File: config.mk
export PLATFORM = sky130hd
export DESIGN_NAME = page_table_32b_flat
export DESIGN_NICKNAME = d
export VERILOG_FILES = /design/src/rtl/page_table_32b_if.sv /design/src/rtl/page_table_32b.sv /design/src/flat_wrapper.sv
export SDC_FILE = /design/constraint.sdc
export NUM_CORES = 1
export LEC_CHECK = 0
export BUFFER_PORTS_ARGS = -buffer_cell sky130_fd_sc_hd__buf_2
export CAP_MARGIN = 25
export CORE_MARGIN = 2
export CORE_UTILIZATION = 35
export CTS_CLUSTER_SIZE = 30
export DETAILED_ROUTE_END_ITERATION = 8
export GPL_ROUTABILITY_DRIVEN = 0
export GPL_TIMING_DRIVEN = 0
export PLACE_DENSITY_LB_ADDON = 0.3
export SYNTH_ARGS = -nofsm -noshare
export SYNTH_HDL_FRONTEND = slang
export SYNTH_SLANG_ARGS = --single-unit
File: constraint.sdc
create_clock -name clk -period 2.2 [get_ports clk]
set_clock_uncertainty 0.1 [all_clocks]
set_input_delay 0.44 -clock clk [delete_from_list [all_inputs] [get_ports clk]]
set_output_delay 0.44 -clock clk [all_outputs]
set_load 0.01 [all_outputs]
File: src/rtl/page_table_32b_if.sv
// Lookup and entry-write bus for the 16-entry page table that backs the TLB.
// The master issues translation requests and writes; the slave is the table.
interface page_table_32b_if;
    logic        LOOKUP_RQST;
    logic [3:0]  LOOKUP_ADDR;
    logic        LOOKUP_COMPLETE;
    logic [7:0]  LOOKUP_RETURN;
    logic        LOOKUP_FAULT;
    logic        BUSY;
    logic        WR_EN;
    logic [3:0]  WR_ADDR;
    logic [15:0] WR_DATA;

    modport master (
        output LOOKUP_RQST,
        output LOOKUP_ADDR,
        input  LOOKUP_COMPLETE,
        input  LOOKUP_RETURN,
        input  LOOKUP_FAULT,
        input  BUSY,
        output WR_EN,
        output WR_ADDR,
        output WR_DATA
    );

    modport slave (
        input  LOOKUP_RQST,
        input  LOOKUP_ADDR,
        output LOOKUP_COMPLETE,
        output LOOKUP_RETURN,
        output LOOKUP_FAULT,
        output BUSY,
        input  WR_EN,
        input  WR_ADDR,
        input  WR_DATA
    );
endinterface

File: src/rtl/page_table_32b.sv
// 16 x 16-bit page table: one translation at a time after a fixed walk latency,
// with a write port for reprogramming entries. All outputs are registered.
module page_table_32b #(
    parameter int LATENCY = 4
) (
    input  logic             clk,
    input  logic             rst,
    page_table_32b_if.slave  bus
);

    typedef enum logic [1:0] {
        IDLE,
        WALK,
        DONE
    } state_t;

    localparam logic [3:0] CNT_LOAD = 4'(LATENCY - 1);

    state_t      state_q, state_d;
    logic [3:0]  cnt_q, cnt_d;
    logic [3:0]  addr_q, addr_d;
    logic        complete_q, complete_d;
    logic        fault_q, fault_d;
    logic        busy_q, busy_d;
    logic [7:0]  return_q, return_d;
    logic [15:0] table_q [16];
    logic [15:0] table_d [16];

    // Writes land at the edge; the walk reads table_q, so a same-edge write is not seen.
    always_comb begin
        table_d = table_q;
        if (bus.WR_EN) begin
            table_d[bus.WR_ADDR] = bus.WR_DATA;
        end
    end

    always_comb begin
        state_d    = state_q;
        cnt_d      = cnt_q;
        addr_d     = addr_q;
        complete_d = 1'b0;
        fault_d    = 1'b0;
        return_d   = return_q;
        unique case (state_q)
            IDLE: begin
                if (bus.LOOKUP_RQST) begin
                    addr_d  = bus.LOOKUP_ADDR;
                    cnt_d   = CNT_LOAD;
                    state_d = WALK;
                end
            end
            WALK: begin
                if (cnt_q != 4'd0) begin
                    cnt_d = cnt_q - 4'd1;
                end else begin
                    state_d    = DONE;
                    complete_d = 1'b1;
                    fault_d    = ~table_q[addr_q][15];
                    return_d   = table_q[addr_q][15] ? table_q[addr_q][7:0] : 8'h00;
                end
            end
            DONE: begin
                state_d = IDLE;
            end
            default: begin
                state_d = IDLE;
            end
        endcase
        busy_d = (state_d != IDLE);
    end

    // Reset reloads the identity-style table and abandons any walk in flight.
    always_ff @(posedge clk) begin
        if (rst) begin
            state_q    <= IDLE;
            cnt_q      <= 4'd0;
            addr_q     <= 4'd0;
            complete_q <= 1'b0;
            fault_q    <= 1'b0;
            busy_q     <= 1'b0;
            return_q   <= 8'h00;
            for (int i = 0; i < 16; i++) begin
                table_q[i] <= {1'b1, 7'b0, ~4'(i), 4'(i)};
            end
        end else begin
            state_q    <= state_d;
            cnt_q      <= cnt_d;
            addr_q     <= addr_d;
            complete_q <= complete_d;
            fault_q    <= fault_d;
            busy_q     <= busy_d;
            return_q   <= return_d;
            table_q    <= table_d;
        end
    end

    assign bus.LOOKUP_COMPLETE = complete_q;
    assign bus.LOOKUP_FAULT    = fault_q;
    assign bus.LOOKUP_RETURN   = return_q;
    assign bus.BUSY            = busy_q;

endmodule

File: src/flat_wrapper.sv
// flat-port wrapper written by rule: the top's interface ports become plain ports
module page_table_32b_flat 
#(
    parameter int LATENCY = 4
)
  (clk, rst, bus_LOOKUP_RQST, bus_LOOKUP_ADDR, bus_LOOKUP_COMPLETE, bus_LOOKUP_RETURN, bus_LOOKUP_FAULT, bus_BUSY, bus_WR_EN, bus_WR_ADDR, bus_WR_DATA);
  page_table_32b_if bus_i ();
  input  logic clk;
  input  logic rst;
  input wire logic [$bits(bus_i.LOOKUP_RQST)-1:0] bus_LOOKUP_RQST;
  input wire logic [$bits(bus_i.LOOKUP_ADDR)-1:0] bus_LOOKUP_ADDR;
  output wire logic [$bits(bus_i.LOOKUP_COMPLETE)-1:0] bus_LOOKUP_COMPLETE;
  output wire logic [$bits(bus_i.LOOKUP_RETURN)-1:0] bus_LOOKUP_RETURN;
  output wire logic [$bits(bus_i.LOOKUP_FAULT)-1:0] bus_LOOKUP_FAULT;
  output wire logic [$bits(bus_i.BUSY)-1:0] bus_BUSY;
  input wire logic [$bits(bus_i.WR_EN)-1:0] bus_WR_EN;
  input wire logic [$bits(bus_i.WR_ADDR)-1:0] bus_WR_ADDR;
  input wire logic [$bits(bus_i.WR_DATA)-1:0] bus_WR_DATA;
  assign bus_i.LOOKUP_RQST = bus_LOOKUP_RQST;
  assign bus_i.LOOKUP_ADDR = bus_LOOKUP_ADDR;
  assign bus_LOOKUP_COMPLETE = bus_i.LOOKUP_COMPLETE;
  assign bus_LOOKUP_RETURN = bus_i.LOOKUP_RETURN;
  assign bus_LOOKUP_FAULT = bus_i.LOOKUP_FAULT;
  assign bus_BUSY = bus_i.BUSY;
  assign bus_i.WR_EN = bus_WR_EN;
  assign bus_i.WR_ADDR = bus_WR_ADDR;
  assign bus_i.WR_DATA = bus_WR_DATA;
  page_table_32b #(.LATENCY(LATENCY)) u_core (.clk(clk), .rst(rst), .bus(bus_i));
endmodule
* Word-level counts from Yosys, hierarchy flattened
Cells that the tools add are included.
** Storage, ports and cells
- Bits in registers :: 277
- Input port bits :: 28
- Logic and storage cells :: 59
** Operators by class
- Add/sub/neg operators :: 1
- Order comparisons :: 3
- Equal/unequal tests :: 3
- Multiplexer cells :: 14
- Bitwise operators :: 5
- Reductions and logical operators :: 10
** Operators by type and width (number)
- bitwise mux 256 bit :: 1
- binary-select mux 16 bit (select 4 bit) :: 1
- demux 16 bit (select 4 bit) :: 1
- 2-to-1 mux 16 bit :: 3
- >= comparator 5 bit (second input constant) :: 2
- inverter 4 -> 5 bit :: 2
- 2-to-1 mux 4 bit :: 2
- 2-to-1 mux 8 bit :: 1
- case mux 4 bit (2 select lines) :: 1
- less-than comparator 5 x 1 -> 1 bit (second input constant) :: 1
- 2-to-1 mux 2 bit :: 2
- case mux 2 bit (2 select lines) :: 1
- AND reduction 2 bit :: 2
- nonzero test 2 bit :: 2
- nonzero test 4 bit :: 1
- subtractor 4 x 1 -> 4 bit (second input constant) :: 1
- inverter 1 bit :: 3
- AND reduction 3 bit :: 1
- OR reduction 3 bit :: 1
- == test 2 x 1 -> 1 bit (second input constant) :: 1
- zero test 2 bit :: 1
- inequality test 2 x 1 -> 1 bit (second input constant) :: 1
- inequality test 2 bit (second input constant) :: 1
- OR reduction 2 bit :: 1
- 2 further kinds :: 2

* Depth between registers and ports, before layout
- Depth in word-level cells :: 6
- Depth in mapped cells :: 8
- Mapped depth without buffers :: 7

* Worst setup path after synthesis
OpenSTA, ideal clock, no wires.
- Kind :: input -> register
- Start :: input port bus_WR_ADDR[3]
- End :: register u_core.table_q[231] (netlist name)
- Setup time :: 0.120 ns
- Arrival :: 1.665 ns
- Data required time :: 1.980 ns
- Path slack :: 0.316 ns
- Cell stages on the path :: 6
- Buffers on the path :: 2
- Path through :: or3b_1 -> clkbuf_1 -> nor2_1 -> buf_4 -> nor2b_1 -> a211o_1
** On the way
- Word-level cells in the longest chain between the ends :: 6
- Elaborated cells on any way between the ends :: 7
- Classes of those cells :: order compare (2); mux (3); bitwise (1); reduce/logical (1)
** RTL lines
- start: declaration :: RTL line flat_wrapper.sv:17 : input wire logic [$bits(bus_i.WR_ADDR)-1:0] bus_WR_ADDR;
- inverter 4 -> 5 bit (not written as such) * :: RTL line page_table_32b.sv:33 : table_d[bus.WR_ADDR] = bus.WR_DATA;
- >= comparator 5 bit (not written as such) or less-than comparator 5 x 1 -> 1 bit (tied branches) :: RTL line page_table_32b.sv:33
- logical AND 1 bit (not written as such) :: RTL line page_table_32b.sv:33
- 2-to-1 mux 16 bit (not written as such) :: RTL line page_table_32b.sv:33
- demux 16 bit (select 4 bit) * :: RTL line page_table_32b.sv:33
- bitwise mux 256 bit * :: RTL line page_table_32b.sv:33
- end signal: indexed assignment :: RTL line page_table_32b.sv:83 : table_q[i] <= {1'b1, 7'b0, ~4'(i), 4'(i)};
- end signal: assignment :: RTL line page_table_32b.sv:93 : table_q <= table_d;
- end: declaration :: RTL line page_table_32b.sv:26 : logic [15:0] table_q [16];
Every way passes the cells marked *; elsewhere a longest branch is shown, timed or not.
A chain may end at the register's enable or synchronous reset.

* Worst setup path after layout
- Start :: register u_core.addr_q[1]
- End :: register u_core.return_q[0], in the netlist u_core.bus.LOOKUP_RETURN[0]
** On the way
- Word-level cells in the longest chain between the ends :: 5
** RTL lines
- start: declaration :: RTL line page_table_32b.sv:21 : logic [3:0] addr_q, addr_d;
- start signal: assignment :: RTL line page_table_32b.sv:88 : addr_q <= addr_d;
- inverter 4 -> 5 bit (not written as such) :: RTL line page_table_32b.sv:59 : return_d = table_q[addr_q][15] ? table_q[addr_q][7:0] : 8'h00;
- binary-select mux 16 bit (select 4 bit) :: RTL line page_table_32b.sv:59
- 2-to-1 mux 16 bit (not written as such) (2 in series) :: RTL line page_table_32b.sv:59
- 2-to-1 mux 8 bit :: RTL line page_table_32b.sv:59
- end signal: assignment :: RTL line page_table_32b.sv:92 : return_q <= return_d;
- end: declaration :: RTL line page_table_32b.sv:25 : logic [7:0] return_q, return_d;
No other way between the ends. The select of a mux whose other input is x is not followed.

==> run metrics <==
vias in the first global route 5386; Sequential cell area ~3300 µm²; Buffers & Inverters on Critical Path 2; Crit-path slowest cell mux4_1; Slew Limit Fails 0; ys async rst share 0; worst-path maximum fanout 9; fraction of layout cells with a size suffix above 1 0.176; Core Util, Final 0.415; first-pass GRT wire length 33.2 mm; grt ovf 0; power density over the cells roughly 820 nW/µm²; IO Pins 39; Max Fclk between 400 and 500 MHz; Slew @ Worst Pin roughly 0.85 ns; area of the multi-input gates ~3700 µm²; FP Rows 52; global-route usage over all layers 0.203; leading cell type in the layout, fill and taps excluded dfxtp_1; clk_lat worst skew 0.43 ns; DIE WIDTH around 150 µm; worst slack at placement -0.423 ns; Synth Area per Inst roughly 10 µm²; final setup violating endpoints 0; synth unique cells 40; Hold Crit Class in -> reg; clock sink count about 170; worst setup margin approximately 0.032 ns; I/O Buffers 19; most frequent cells in the layout dfxtp_1 (165), nor2_1 (88), mux2i_1 (72), nor2b_1 (72), a211o_1 (70); combinational power share 0.111; status finished, final reports clean; Most used DFF post-synth dfxtp_1; Via density between 5 and 6; Crit Path Class reg -> reg; root buffer cell clkbuf_16; number of max-cap violations 0; Num CTS Buffers 17; synthesized net count ~740; Max IR drop VDD 449 µV; CTS max path bufs 2; Post-Synthesis Cells just over 700; largest net degree at the start of global routing 17; Synthesis Warnings 0; #FFs+latches synth 165; sequential area share after synthesis 0.453; initial antenna violation count 0; Residual DRC 0; WL met1 slightly below 10 mm; final WL 21.7 mm; # hold bufs at CTS 0; crit-path cells buf_6 > buf_12 > mux4_1 > o22ai_1 > o22ai_1 > a22oi_1 > nor2_1; Crit path arrival time 2.37 ns; die area ~22000 µm²; number of flops mapped to enable cells by yosys 0; final worst path period need 2.17 ns; mapped cell area 7290 µm²; Worst setup EP type flop; critical path's most frequent cell o22ai_1; number of routed nets with antenna violations 0; clock share of power 0.442; CP delay by family, top compound AO/OA/AOI/OAI gates; DR pass1 iterations 5; setup tns final 0 ns; CTS H-Tree Depth 4; Top Metal Used met4; crit-path max cell delay between 0.6 and 0.7 ns; core area 20400 µm²; area grow syn2layout 16.1%; fillers roughly 2k; final hold violations 0; relative slew slack 0.430; Worst setup SP type flop; met2 WL 10.3 mm; fin crit share 0.985; vias about 5.6k; Initial Util 0.358; Req. time, crit path 2.40 ns; Final Instance Area 8460 µm²; initial drt markers between 500 and 600; Layout Nets a little under 800; Worst-path clk slew around 0.060 ns; WL/cell 20.9 µm; sequential power share 0.447; placed inst area slightly below 8000 µm²; Sw Share 0.252; die extent in y 148 µm; Antenna Cells 0; met3 wire len 1.13 mm; Net Switching 0.00175 W; DP Wirelength ~15 mm; static leakage a little under 3 nW; Internal Power between 0.005 and 0.006 W; Tot Pwr slightly below 0.007 W; CTS tree built
==> worst register-to-register path: stages (launching register included) <==
cell     delay (ns)
dfxtp_1        0.33
buf_6          0.14
buf_12         0.15
mux4_1         0.64
o22ai_1        0.28
o22ai_1        0.15
a22oi_1        0.20
nor2_1         0.05
==> final cells by class <==
cell class / instances / area share
inverters: 4 / 0.00177
repair buffers: 25 / 0.0163
plain buffers: 69 / 0.0430
clock buffers: 19 / 0.0535
multi-input cells: 473 / 0.436
flip-flops and latches: 165 / 0.390
clock inverters: 13 / 0.0185
well taps: 270 / 0.0399
==> final timing paths <==
path                       startpoint                           to  slack [ns]  depth (start not counted)
setup / recovery     u_core.addr_q[1]  u_core.bus.LOOKUP_RETURN[0]        0.03                          7
hold / removal     bus_LOOKUP_ADDR[3]             u_core.addr_q[3]        0.14                          3
setup reg to reg     u_core.addr_q[1]  u_core.bus.LOOKUP_RETURN[0]        0.03                          7
hold reg to reg   u_core.table_q[243]          u_core.table_q[243]        0.35                          2
==> what timing repair did <==
item / in CTS / in global routing
gates resized for setup: 14 / 6
hold endpoints to repair: 0 / 0
buffers inserted: 1 / 4
pin swaps: 0 / 2
setup endpoints to repair: 8 / 7
cloned: 0 / 0
==> logic make-up after synthesis <==
logic type,Yosys count,synth area share
xor gates and xnor gates,2,0.00240
DFF,165,0.453
and+or+nand+nor,236,0.161
buffers and inverters,73,0.0467
AOI/OAI and AO/OA,116,0.124
adders and majority gates,2,0.00343
muxes,117,0.209
==> power by group through the flow <==
stage,clock network [W],logic (W),registers [W]
final,0.00308,0.000776,0.00311
after global routing,0.00324,0.000825,0.00312
after CTS,0.00312,0.000752,0.00311
after detailed placement,0,0.000725,0.00318
after global placement,0,0.000721,0.00318
after floorplan,0,0.000488,0.00317
==> layer usage <==
metal	vias to the layer above	track usage
met5	-	0
met4	0	0.0590
met3	26	0.0319
met2	181	0.330
met1	2752	0.279
li1	2606	-
==> stage by stage <==
step,std cells,hold WS [ns]
finish,1038,0.142
global route,1038,0.162
global placement,1000,0.340
CTS,1034,0.129
detailed placement,1001,0.344
floorplan,711,0.332
==> sequential cells by signal (all words and copies together), names as in the netlist <==
| name | cells |
|---|---|
| u_core.bus.LOOKUP_COMPLETE | 1 |
| u_core.bus.LOOKUP_RETURN | 8 |
| u_core.table_q | 144 |
| u_core.bus.BUSY | 1 |
| u_core.addr_q | 4 |
| u_core.bus.LOOKUP_FAULT | 1 |
| u_core.cnt_q | 4 |
| u_core.state_q | 2 |
==> synthesized netlist by cell type (12+ instances only) <==
master	count	area share
nand2_1	40	0.021
a211o_1	70	0.084
dfxtp_1	165	0.45
mux2_2	15	0.023
buf_2	19	0.013
nor2b_1	72	0.062
mux4_2	24	0.074
a21oi_1	13	0.0089
nand3b_1	12	0.012
o22ai_1	15	0.013
mux2i_1	76	0.10
nor2_1	88	0.045
clkbuf_1	34	0.018
No activity file was read; power rests on OpenSTA's default activity.
